[src/rtl/pll_reset_sequencer_pkg.sv]
// Shared definitions for the PLL reset sequencer: FSM encoding, loss counter
// width and the helper that sizes the internal cycle counters.
package pll_reset_sequencer_pkg;

  typedef enum logic [2:0] {
    WAIT_LOCK = 3'd0,
    STAGING   = 3'd1,
    RUN       = 3'd2,
    LOST      = 3'd3
  } seq_state_e;

  localparam int LOSS_COUNT_W = 8;
  localparam logic [LOSS_COUNT_W-1:0] LOSS_COUNT_MAX = '1;

  // Bits needed to hold 0..n-1; never narrower than one bit.
  function automatic int cnt_width(input int n);
    return (n <= 2) ? 1 : $clog2(n);
  endfunction

endpackage

[src/rtl/pll_reset_sequencer_sync2.sv]
// Two-flop synchroniser with asynchronous active-low reset and a
// parameterised reset value.
module pll_reset_sequencer_sync2 #(
  parameter logic RST_VAL = 1'b0
) (
  input  logic clk_i,
  input  logic rst_ni,
  input  logic d_i,
  output logic q_o
);

  logic meta_q;
  logic sync_q;

  always_ff @(posedge clk_i or negedge rst_ni) begin
    if (!rst_ni) begin
      meta_q <= RST_VAL;
      sync_q <= RST_VAL;
    end else begin
      meta_q <= d_i;
      sync_q <= meta_q;
    end
  end

  assign q_o = sync_q;

endmodule

[src/rtl/pll_reset_sequencer.sv]
// Qualifies PLL lock, releases staged active-high resets in index order,
// filters lock glitches while running and counts lock-loss events.
module pll_reset_sequencer
  import pll_reset_sequencer_pkg::*;
#(
  parameter int LOCK_CYCLES = 1024,
  parameter int STAGE_GAP   = 16,
  parameter int NUM_STAGES  = 3,
  parameter int LOSS_CYCLES = 4,
  parameter int HOLD_CYCLES = 64
) (
  input  logic                    clock,
  input  logic                    reset_n,
  input  logic                    pll_lock,
  input  logic                    soft_reset,
  output logic [NUM_STAGES-1:0]   rst_out,
  output logic                    ready,
  output logic [LOSS_COUNT_W-1:0] loss_count,
  output logic [2:0]              state_dbg
);

  localparam int CNT_W  = cnt_width(LOCK_CYCLES);
  localparam int GAP_W  = cnt_width(STAGE_GAP);
  localparam int IDX_W  = cnt_width(NUM_STAGES);
  localparam int LOW_W  = cnt_width(LOSS_CYCLES);
  localparam int HOLD_W = cnt_width(HOLD_CYCLES);

  localparam logic [CNT_W-1:0]  CNT_LAST  = CNT_W'(LOCK_CYCLES - 1);
  localparam logic [GAP_W-1:0]  GAP_LAST  = GAP_W'(STAGE_GAP - 1);
  localparam logic [IDX_W-1:0]  IDX_LAST  = IDX_W'(NUM_STAGES - 1);
  localparam logic [LOW_W-1:0]  LOW_LAST  = LOW_W'(LOSS_CYCLES - 1);
  localparam logic [HOLD_W-1:0] HOLD_LAST = HOLD_W'(HOLD_CYCLES - 1);

  logic rst_int_n;
  logic lock_s;

  // Reset release is synchronised; assertion stays asynchronous.
  pll_reset_sequencer_sync2 #(.RST_VAL(1'b0)) u_rst_sync (
    .clk_i  (clock),
    .rst_ni (reset_n),
    .d_i    (1'b1),
    .q_o    (rst_int_n)
  );

  pll_reset_sequencer_sync2 #(.RST_VAL(1'b0)) u_lock_sync (
    .clk_i  (clock),
    .rst_ni (rst_int_n),
    .d_i    (pll_lock),
    .q_o    (lock_s)
  );

  seq_state_e              state_q,      state_d;
  logic [CNT_W-1:0]        cnt_q,        cnt_d;
  logic [GAP_W-1:0]        gap_q,        gap_d;
  logic [IDX_W-1:0]        idx_q,        idx_d;
  logic [LOW_W-1:0]        low_q,        low_d;
  logic [HOLD_W-1:0]       hold_q,       hold_d;
  logic [NUM_STAGES-1:0]   rst_out_q,    rst_out_d;
  logic                    ready_q,      ready_d;
  logic [LOSS_COUNT_W-1:0] loss_count_q, loss_count_d;

  logic go_lost;
  logic lock_loss;

  always_comb begin
    state_d      = state_q;
    cnt_d        = cnt_q;
    gap_d        = gap_q;
    idx_d        = idx_q;
    low_d        = low_q;
    hold_d       = hold_q;
    rst_out_d    = rst_out_q;
    loss_count_d = loss_count_q;
    go_lost      = 1'b0;
    lock_loss    = 1'b0;

    unique case (state_q)
      WAIT_LOCK: begin
        if (soft_reset) begin
          go_lost = 1'b1;
        end else if (!lock_s) begin
          cnt_d = '0;
        end else if (cnt_q == CNT_LAST) begin
          state_d = STAGING;
          cnt_d   = '0;
          gap_d   = '0;
          idx_d   = '0;
        end else begin
          cnt_d = cnt_q + 1'b1;
        end
      end

      STAGING: begin
        // No glitch filtering before RUN: a single low cycle aborts staging.
        if (!lock_s) begin
          go_lost   = 1'b1;
          lock_loss = 1'b1;
        end else if (soft_reset) begin
          go_lost = 1'b1;
        end else if (gap_q == GAP_LAST) begin
          gap_d = '0;
          idx_d = idx_q + 1'b1;
          for (int k = 0; k < NUM_STAGES; k++) begin
            if (idx_q == IDX_W'(k)) begin
              rst_out_d[k] = 1'b0;
            end
          end
          if (idx_q == IDX_LAST) begin
            state_d = RUN;
            idx_d   = '0;
            low_d   = '0;
          end
        end else begin
          gap_d = gap_q + 1'b1;
        end
      end

      RUN: begin
        // A lock loss wins over a coincident soft_reset so it is counted.
        if (!lock_s && (low_q == LOW_LAST)) begin
          go_lost   = 1'b1;
          lock_loss = 1'b1;
        end else if (soft_reset) begin
          go_lost = 1'b1;
        end else if (!lock_s) begin
          low_d = low_q + 1'b1;
        end else begin
          low_d = '0;
        end
      end

      LOST: begin
        if (hold_q == HOLD_LAST) begin
          state_d = WAIT_LOCK;
          hold_d  = '0;
          cnt_d   = '0;
        end else begin
          hold_d = hold_q + 1'b1;
        end
      end

      default: begin
        state_d   = WAIT_LOCK;
        rst_out_d = '1;
      end
    endcase

    if (go_lost) begin
      state_d   = LOST;
      hold_d    = '0;
      cnt_d     = '0;
      gap_d     = '0;
      idx_d     = '0;
      low_d     = '0;
      rst_out_d = '1;
    end

    if (lock_loss && (loss_count_q != LOSS_COUNT_MAX)) begin
      loss_count_d = loss_count_q + 1'b1;
    end

    ready_d = (state_d == RUN);
  end

  always_ff @(posedge clock or negedge rst_int_n) begin
    if (!rst_int_n) begin
      state_q      <= WAIT_LOCK;
      cnt_q        <= '0;
      gap_q        <= '0;
      idx_q        <= '0;
      low_q        <= '0;
      hold_q       <= '0;
      rst_out_q    <= '1;
      ready_q      <= 1'b0;
      loss_count_q <= '0;
    end else begin
      state_q      <= state_d;
      cnt_q        <= cnt_d;
      gap_q        <= gap_d;
      idx_q        <= idx_d;
      low_q        <= low_d;
      hold_q       <= hold_d;
      rst_out_q    <= rst_out_d;
      ready_q      <= ready_d;
      loss_count_q <= loss_count_d;
    end
  end

  assign rst_out    = rst_out_q;
  assign ready      = ready_q;
  assign loss_count = loss_count_q;
  assign state_dbg  = state_q;

endmodule

[config.mk]
export PLATFORM = sky130hd
export DESIGN_NAME = pll_reset_sequencer
export DESIGN_NICKNAME = d
export VERILOG_FILES = /design/src/rtl/pll_reset_sequencer_pkg.sv /design/src/rtl/pll_reset_sequencer_sync2.sv /design/src/rtl/pll_reset_sequencer.sv
export SDC_FILE = /design/constraint.sdc
export NUM_CORES = 1
export LEC_CHECK = 0
export ABC_CLOCK_PERIOD_IN_PS = 1740
export CAP_MARGIN = 0
export CELL_PAD_IN_SITES_DETAIL_PLACEMENT = 1
export CELL_PAD_IN_SITES_GLOBAL_PLACEMENT = 1
export CORE_MARGIN = 3
export CORE_UTILIZATION = 44
export DETAILED_ROUTE_END_ITERATION = 8
export PLACE_DENSITY = 0.76
export SLEW_MARGIN = 30
export SYNTH_ARGS = -nofsm -noshare
export SYNTH_HDL_FRONTEND = slang
export SYNTH_SLANG_ARGS = --single-unit
[constraint.sdc]
create_clock -name clock -period 1.74 [get_ports clock]
set_input_delay 0.348 -clock clock [delete_from_list [all_inputs] [get_ports clock]]
set_output_delay 0.348 -clock clock [all_outputs]
set_load 0.01 [all_outputs]
* Word-level counts from Yosys, hierarchy flattened
Index checks and enable logic that the tools add are counted.
** Storage, ports and cells
- Register bits after elaboration :: 43
- Bits of input ports :: 4
- Output and inout bits :: 15
- Word-level logic and storage cells :: 122
** Cells by class
- Add/sub/neg operators :: 6
- Equal/unequal tests :: 24
- Multiplexer cells :: 60
- Reductions and logical operators :: 17
** Operators with widths (count)
- 2-to-1 mux 10 bit :: 5
- 2-to-1 mux 3 bit :: 13
- 2-to-1 mux 2 bit :: 16
- inequality test 3 bit (second input constant) :: 10
- 2-to-1 mux 4 bit :: 7
- case mux 10 bit (2 select lines) :: 1
- 2-to-1 mux 6 bit :: 3
- AND reduction 5 bit :: 3
- AND reduction 7 bit :: 2
- case mux 3 bit (4 select lines) :: 1
- adder 10 x 1 -> 10 bit (second input constant) :: 1
- == test 10 bit (second input constant) :: 1
- == test 3 x 2 -> 1 bit (second input constant) :: 3
- nonzero test 3 bit :: 3
- adder 8 x 1 -> 8 bit (second input constant) :: 1
- 2-to-1 mux 1 bit :: 8
- inequality test 8 bit (second input constant) :: 1
- case mux 2 bit (2 select lines) :: 2
- case mux 4 bit (2 select lines) :: 1
- adder 6 x 1 -> 6 bit (second input constant) :: 1
- == test 6 bit (second input constant) :: 1
- inequality test 3 x 2 -> 1 bit (second input constant) :: 2
- case mux 3 bit (2 select lines) :: 1
- AND reduction 6 bit :: 1
- other kinds (16) :: 19

* Logic depth before layout (Yosys ltp)
- Depth after elaboration :: 8
- Mapped depth :: 7
- Gate-level depth less buffers :: 6

* Cells and area by module
Synthesis repeated with hierarchy kept, for this count alone.
** Second synthesis, totals
- Cell total of the unflattened synthesis :: 230
- Area, all modules :: 2288.4 um2
** By module, submodules not included
- pll_reset_sequencer :: instances 1, cells each 226, area each 2188.3 um2, seq. area each 979.7 um2
- pll_reset_sequencer_sync2 :: instances 2, cells each 2, area each 50.0 um2, seq. area each 50.0 um2

* Worst setup path before layout
No wires, ideal clock.
- Path kind :: register -> register
- Start point :: register state_q[1] (netlist: state_dbg[1])
- End point :: register idx_q[0]
- Setup time :: 128 ps
- Arrival time :: 1574 ps
- Required time :: 1612 ps
- Slack :: 39 ps
- Stages on the path, launching flop included :: 7
- Buffers on the path :: 1
- Clock period less this slack :: 1701 ps
- Cell sequence :: dfrtp_1 -> buf_4 -> nand2b_4 -> nor4_2 -> o21bai_2 -> nor2_1 -> mux2_1
** Between the ends
- Longest elaborated chain between the ends :: 4
- Elaborated cells on any way between the ends :: 14
- Classes of those cells :: 8 x eq/ne; 3 x mux; 3 x reduce/logical
** RTL lines
- start, declared :: line pll_reset_sequencer.sv:52 : seq_state_e state_q, state_d;
- start signal, assigned :: line pll_reset_sequencer.sv:177 : state_q <= state_d;
- == test 3 x 2 -> 1 bit (tied with other cells) :: line pll_reset_sequencer.sv:77 : unique case (state_q)
- case mux 1 bit (3 select lines) :: line pll_reset_sequencer.sv:77
- inequality test 3 bit (no line) (tied with other cells)
- AND reduction 7 bit (no line)
- end signal, assigned :: line pll_reset_sequencer.sv:180 : idx_q <= idx_d;
- end, declared :: line pll_reset_sequencer.sv:55 : logic [IDX_W-1:0] idx_q, idx_d;
Several ways; a longest one is shown, not always the timed one.
A chain may end at the register's enable or synchronous reset.

* Worst setup path in the final report
- Start point :: register cnt_q[0]
- End point :: register cnt_q[5]
** Between the ends
- Longest elaborated chain between the ends :: 6
- Elaborated cells on any way between the ends :: 7
- Classes of those cells :: 1 x add/sub; 1 x eq/ne; 5 x mux
** RTL lines
- start, declared :: line pll_reset_sequencer.sv:53 : logic [CNT_W-1:0] cnt_q, cnt_d;
- start signal, assigned :: line pll_reset_sequencer.sv:178 : cnt_q <= cnt_d;
- adder 10 x 1 -> 10 bit / == test 10 bit (equally long branches) :: line pll_reset_sequencer.sv:89, pll_reset_sequencer.sv:83
- 2-to-1 mux 10 bit (*) :: line pll_reset_sequencer.sv:83 : end else if (cnt_q == CNT_LAST) begin
- 2-to-1 mux 10 bit (*) :: line pll_reset_sequencer.sv:81 : end else if (!lock_s) begin
- 2-to-1 mux 10 bit (*) :: line pll_reset_sequencer.sv:79 : if (soft_reset) begin
- case mux 10 bit (2 select lines) (*) :: line pll_reset_sequencer.sv:77
- 2-to-1 mux 10 bit (*) :: line pll_reset_sequencer.sv:148 : if (go_lost) begin
Every way passes the cells marked *; elsewhere a longest branch is shown, timed or not. The select of a mux whose other input is x is not followed.

==> metrics <==
run status=completed; final clock skew=0.00581 ns; antenna diode count=0; list of cells traversed by the critical path=ha_2, nand4_1, buf_4, nor3_2, buf_4, a211oi_1, o21ai_1, o21ai_0; clock latency reported for the late side of the worst-skew pair=0.30 ns; y dimension of the die=just under 80 microns; startpoint types=register; signed area change from the synthesized netlist to the final layout=28.6%; post-synthesis async set-or-reset flop share=1.00; path class of the lowest-slack min-delay path=register to async pin; Mean Syn Cell Area=9.72 sq um; number of register bits inferred by synthesis=43; Top-Level Pins=19; RD Place Congestion=0.837; post-layout net count=287; post-synthesis cell area=0.00223 sq mm; Data arrival, critical path=between 1.5 and 2 ns; detailed-routing iteration count for the pre-antenna-repair pass=4; RSZ-0062 raised after global routing=true; # fillers=558; aggregate negative setup slack=0 ns; initial core utilization=0.462; f_max=582 MHz; num rows=25; library cell appearing most often on the critical path=sky130_fd_sc_hd__buf_4; kind of end point of the critical path=register; master cell of the clock root buffer=sky130_fd_sc_hd__clkbuf_8; full die area=roughly 0.0059 sq mm; setup violators final=0; net switching power=between 800 and 900 uW; Initial DRC Count=between 80 and 90; number of distinct library cell variants in the gate-level netlist after synthesis=52; wire length of the first global-routing pass=9300 microns; count of max-cap constraint violations=0; share of Yosys cell area claimed by the top area cell type=0.450; setup ws final=0.0206 ns; cell types occupying the most area after synthesis=sky130_fd_sc_hd__dfrtp_1, sky130_fd_sc_hd__nand2_1, sky130_fd_sc_hd__dfstp_2; number of antenna violations at the first check in global routing=0; switching part of the total power=0.295; detail-routed via count per cell=5.45; final global-route overflow total=0; number of remaining DRC errors=0; global-route usage over all layers=0.195; most common library cells after synthesis=sky130_fd_sc_hd__dfrtp_1, sky130_fd_sc_hd__nand2_1, sky130_fd_sc_hd__nor2_1, sky130_fd_sc_hd__o21ai_1, sky130_fd_sc_hd__nand3_1; final instance area=0.00286 sq mm; total design power=2.76 mW; Hold Fails Final Rpt=0; Avg WL per Cell=15.1 microns; final number of max-transition violations=0; number of flops mapped to enable cells by yosys=0; most used standard cell by instance count after synthesis=sky130_fd_sc_hd__dfrtp_1; Critical Path RT=1.91 ns; CP max FO=4; final cycle utilization of the critical path=0.988; total number of clock tree sinks=43; Seq/Total Area, Yosys=0.485; Die W=77.1 microns; CP bufs+invs=2; Inserted Clock Buffers=5; Crit-path slowest cell=sky130_fd_sc_hd__dfrtp_1; maximum number of pins on one net before global-route repair=27; non-filler cells in the finished layout=roughly 350; Post-Place Cell Area=0.00265 sq mm; delay contributed by the slowest stage of the critical path=~0.36 ns; Lkg Pwr=1.26 nW; vias in the first global route=roughly 2000; Logic pwr share=0.256; number of warnings printed during yosys synthesis=0; routed vias=1886; Std-Cell Core Area=0.00482 sq mm; Mapped Cells=between 200 and 250; hold-fix buffers at CTS=0; Worst Setup Slack post-DPL=-0.235 ns; critical path's top delay family=simple AND/OR/NAND/NOR gates; Clk network pwr share=0.293; PD cells=963 mW/mm^2; post-synth net total=238; clock-pin slew reported for the worst setup and hold paths after clock tree synthesis=0.08 ns; TritonCTS clock tree=built; Max IR drop VDD=650 uV; Clock Tree Buf Depth=2; DRT Wirelength=around 5200 microns; Seq pwr share=0.451; cell type contributing the most total cell area after synthesis=sky130_fd_sc_hd__dfrtp_1; minimum period implied by the final worst setup slack=1.72 ns; H-tree levels=2; cell internal pwr=roughly 2 mW; type of the setup path with the least slack=register to register; layout cells sized above 1=0.244; Top FF cell, synth=sky130_fd_sc_hd__dfrtp_1; number of port buffers=18; placed insts=about 330; dpl hpwl=3830 microns; residual antenna-violating net count after detailed routing=0
==> cell usage in the layout (no fill, tap or decap), types with 3 or more instances in the layout <==
| cell type | instances |
|---|---|
| sky130_fd_sc_hd__dfstp_2 | 3 |
| sky130_fd_sc_hd__a31oi_1 | 4 |
| sky130_fd_sc_hd__inv_1 | 6 |
| sky130_fd_sc_hd__nor2_1 | 15 |
| sky130_fd_sc_hd__a21oi_1 | 9 |
| sky130_fd_sc_hd__ha_1 | 3 |
| sky130_fd_sc_hd__buf_4 | 30 |
| sky130_fd_sc_hd__dfrtp_1 | 34 |
| sky130_fd_sc_hd__o21ai_2 | 3 |
| sky130_fd_sc_hd__nand2_1 | 24 |
| sky130_fd_sc_hd__nand3_1 | 14 |
| sky130_fd_sc_hd__o21ai_1 | 13 |
| sky130_fd_sc_hd__nand4_1 | 7 |
| sky130_fd_sc_hd__nand2b_1 | 6 |
| sky130_fd_sc_hd__xor2_1 | 3 |
| sky130_fd_sc_hd__dlymetal6s2s_1 | 5 |
| sky130_fd_sc_hd__o31ai_1 | 5 |
| sky130_fd_sc_hd__o21bai_1 | 3 |
| sky130_fd_sc_hd__xnor2_1 | 5 |
| sky130_fd_sc_hd__clkbuf_8 | 6 |
| sky130_fd_sc_hd__o21ai_0 | 13 |
| sky130_fd_sc_hd__nor3_1 | 5 |
| sky130_fd_sc_hd__dfrtp_2 | 6 |
| sky130_fd_sc_hd__clkdlybuf4s50_1 | 12 |
==> what timing repair did <==
action	4_1_cts	5_1_grt
endpoints found under the setup margin	3	20
pin swaps	0	2
setup buffers	3	3
gates resized for setup	4	15
==> power by group through the flow <==
stage / clock, mW / combinational, mW / sequential, mW
6_report: 0.807 / 0.706 / 1.24
5_1_grt: 0.882 / 0.795 / 1.27
2_1_floorplan: 0 / 0.342 / 1.27
3_5_place_dp: 0 / 0.649 / 1.28
4_1_cts: 0.830 / 0.697 / 1.24
3_3_place_gp: 0 / 0.634 / 1.27
==> sequential cells by signal, indices dropped and copies added, names as in the netlist <==
signal and cells:
u_rst_sync.q_o 1, loss_count 8, state_dbg 3, rst_out 3, idx_q 2, cnt_q 10
u_lock_sync.q_o 1, u_lock_sync.meta_q 1, low_q 2, ready 1, u_rst_sync.meta_q 1, hold_q 6
gap_q 4
==> stage by stage <==
step | hold slack, ns | util
2_1_floorplan | 0.0524 | -
3_3_place_gp | 0.195 | 0.550
3_5_place_dp | 0.193 | 0.550
4_1_cts | 0.194 | 0.579
5_1_grt | 0.193 | 0.594
6_report | 0.184 | 0.594
==> layout make-up <==
cell class,count,area (sq um),share of cell area
Timing Repair Buffer,49,437,0.153
Clock buffer,6,82.6,0.0288
Tap cell,67,83.8,0.0293
Inverter,7,26.3,0.00918
Sequential cell,43,1090,0.380
Clock inverter,2,35.0,0.0122
Multi-Input combinational cell,172,1110,0.388
==> kinds of logic after synthesis <==
logic type      Yosys count  synth area share
xor+xnor                  8            0.0315
buf+inv                  14            0.0315
other cells               2           0.00337
compound gates           64             0.192
flops                    43             0.485
fa+ha+maj                 5            0.0281
simple gates             91             0.219
mux                       2            0.0101
==> final timing paths <==
check	start	end	slack, ns	depth (start not counted)
max in group asynchronous	u_rst_sync.q_o	state_dbg[1]	1.07	1
hold reg to reg	u_rst_sync.q_o	low_q[1]	0.18	0
min in group clock	u_rst_sync.meta_q	u_rst_sync.q_o	0.36	0
hold / removal	u_rst_sync.q_o	low_q[1]	0.18	0
setup / recovery	cnt_q[0]	cnt_q[5]	0.02	8
setup reg to reg	cnt_q[0]	cnt_q[5]	0.02	8
==> layer usage <==
metal | wire length, microns | GRT usage
met1 | 2500 | 0.262
met2 | 2510 | 0.317
met3 | 124 | 0.0364
met4 | 85 | 0.0676
met5 | 0 | 0
(Power assumes the default switching activity.)
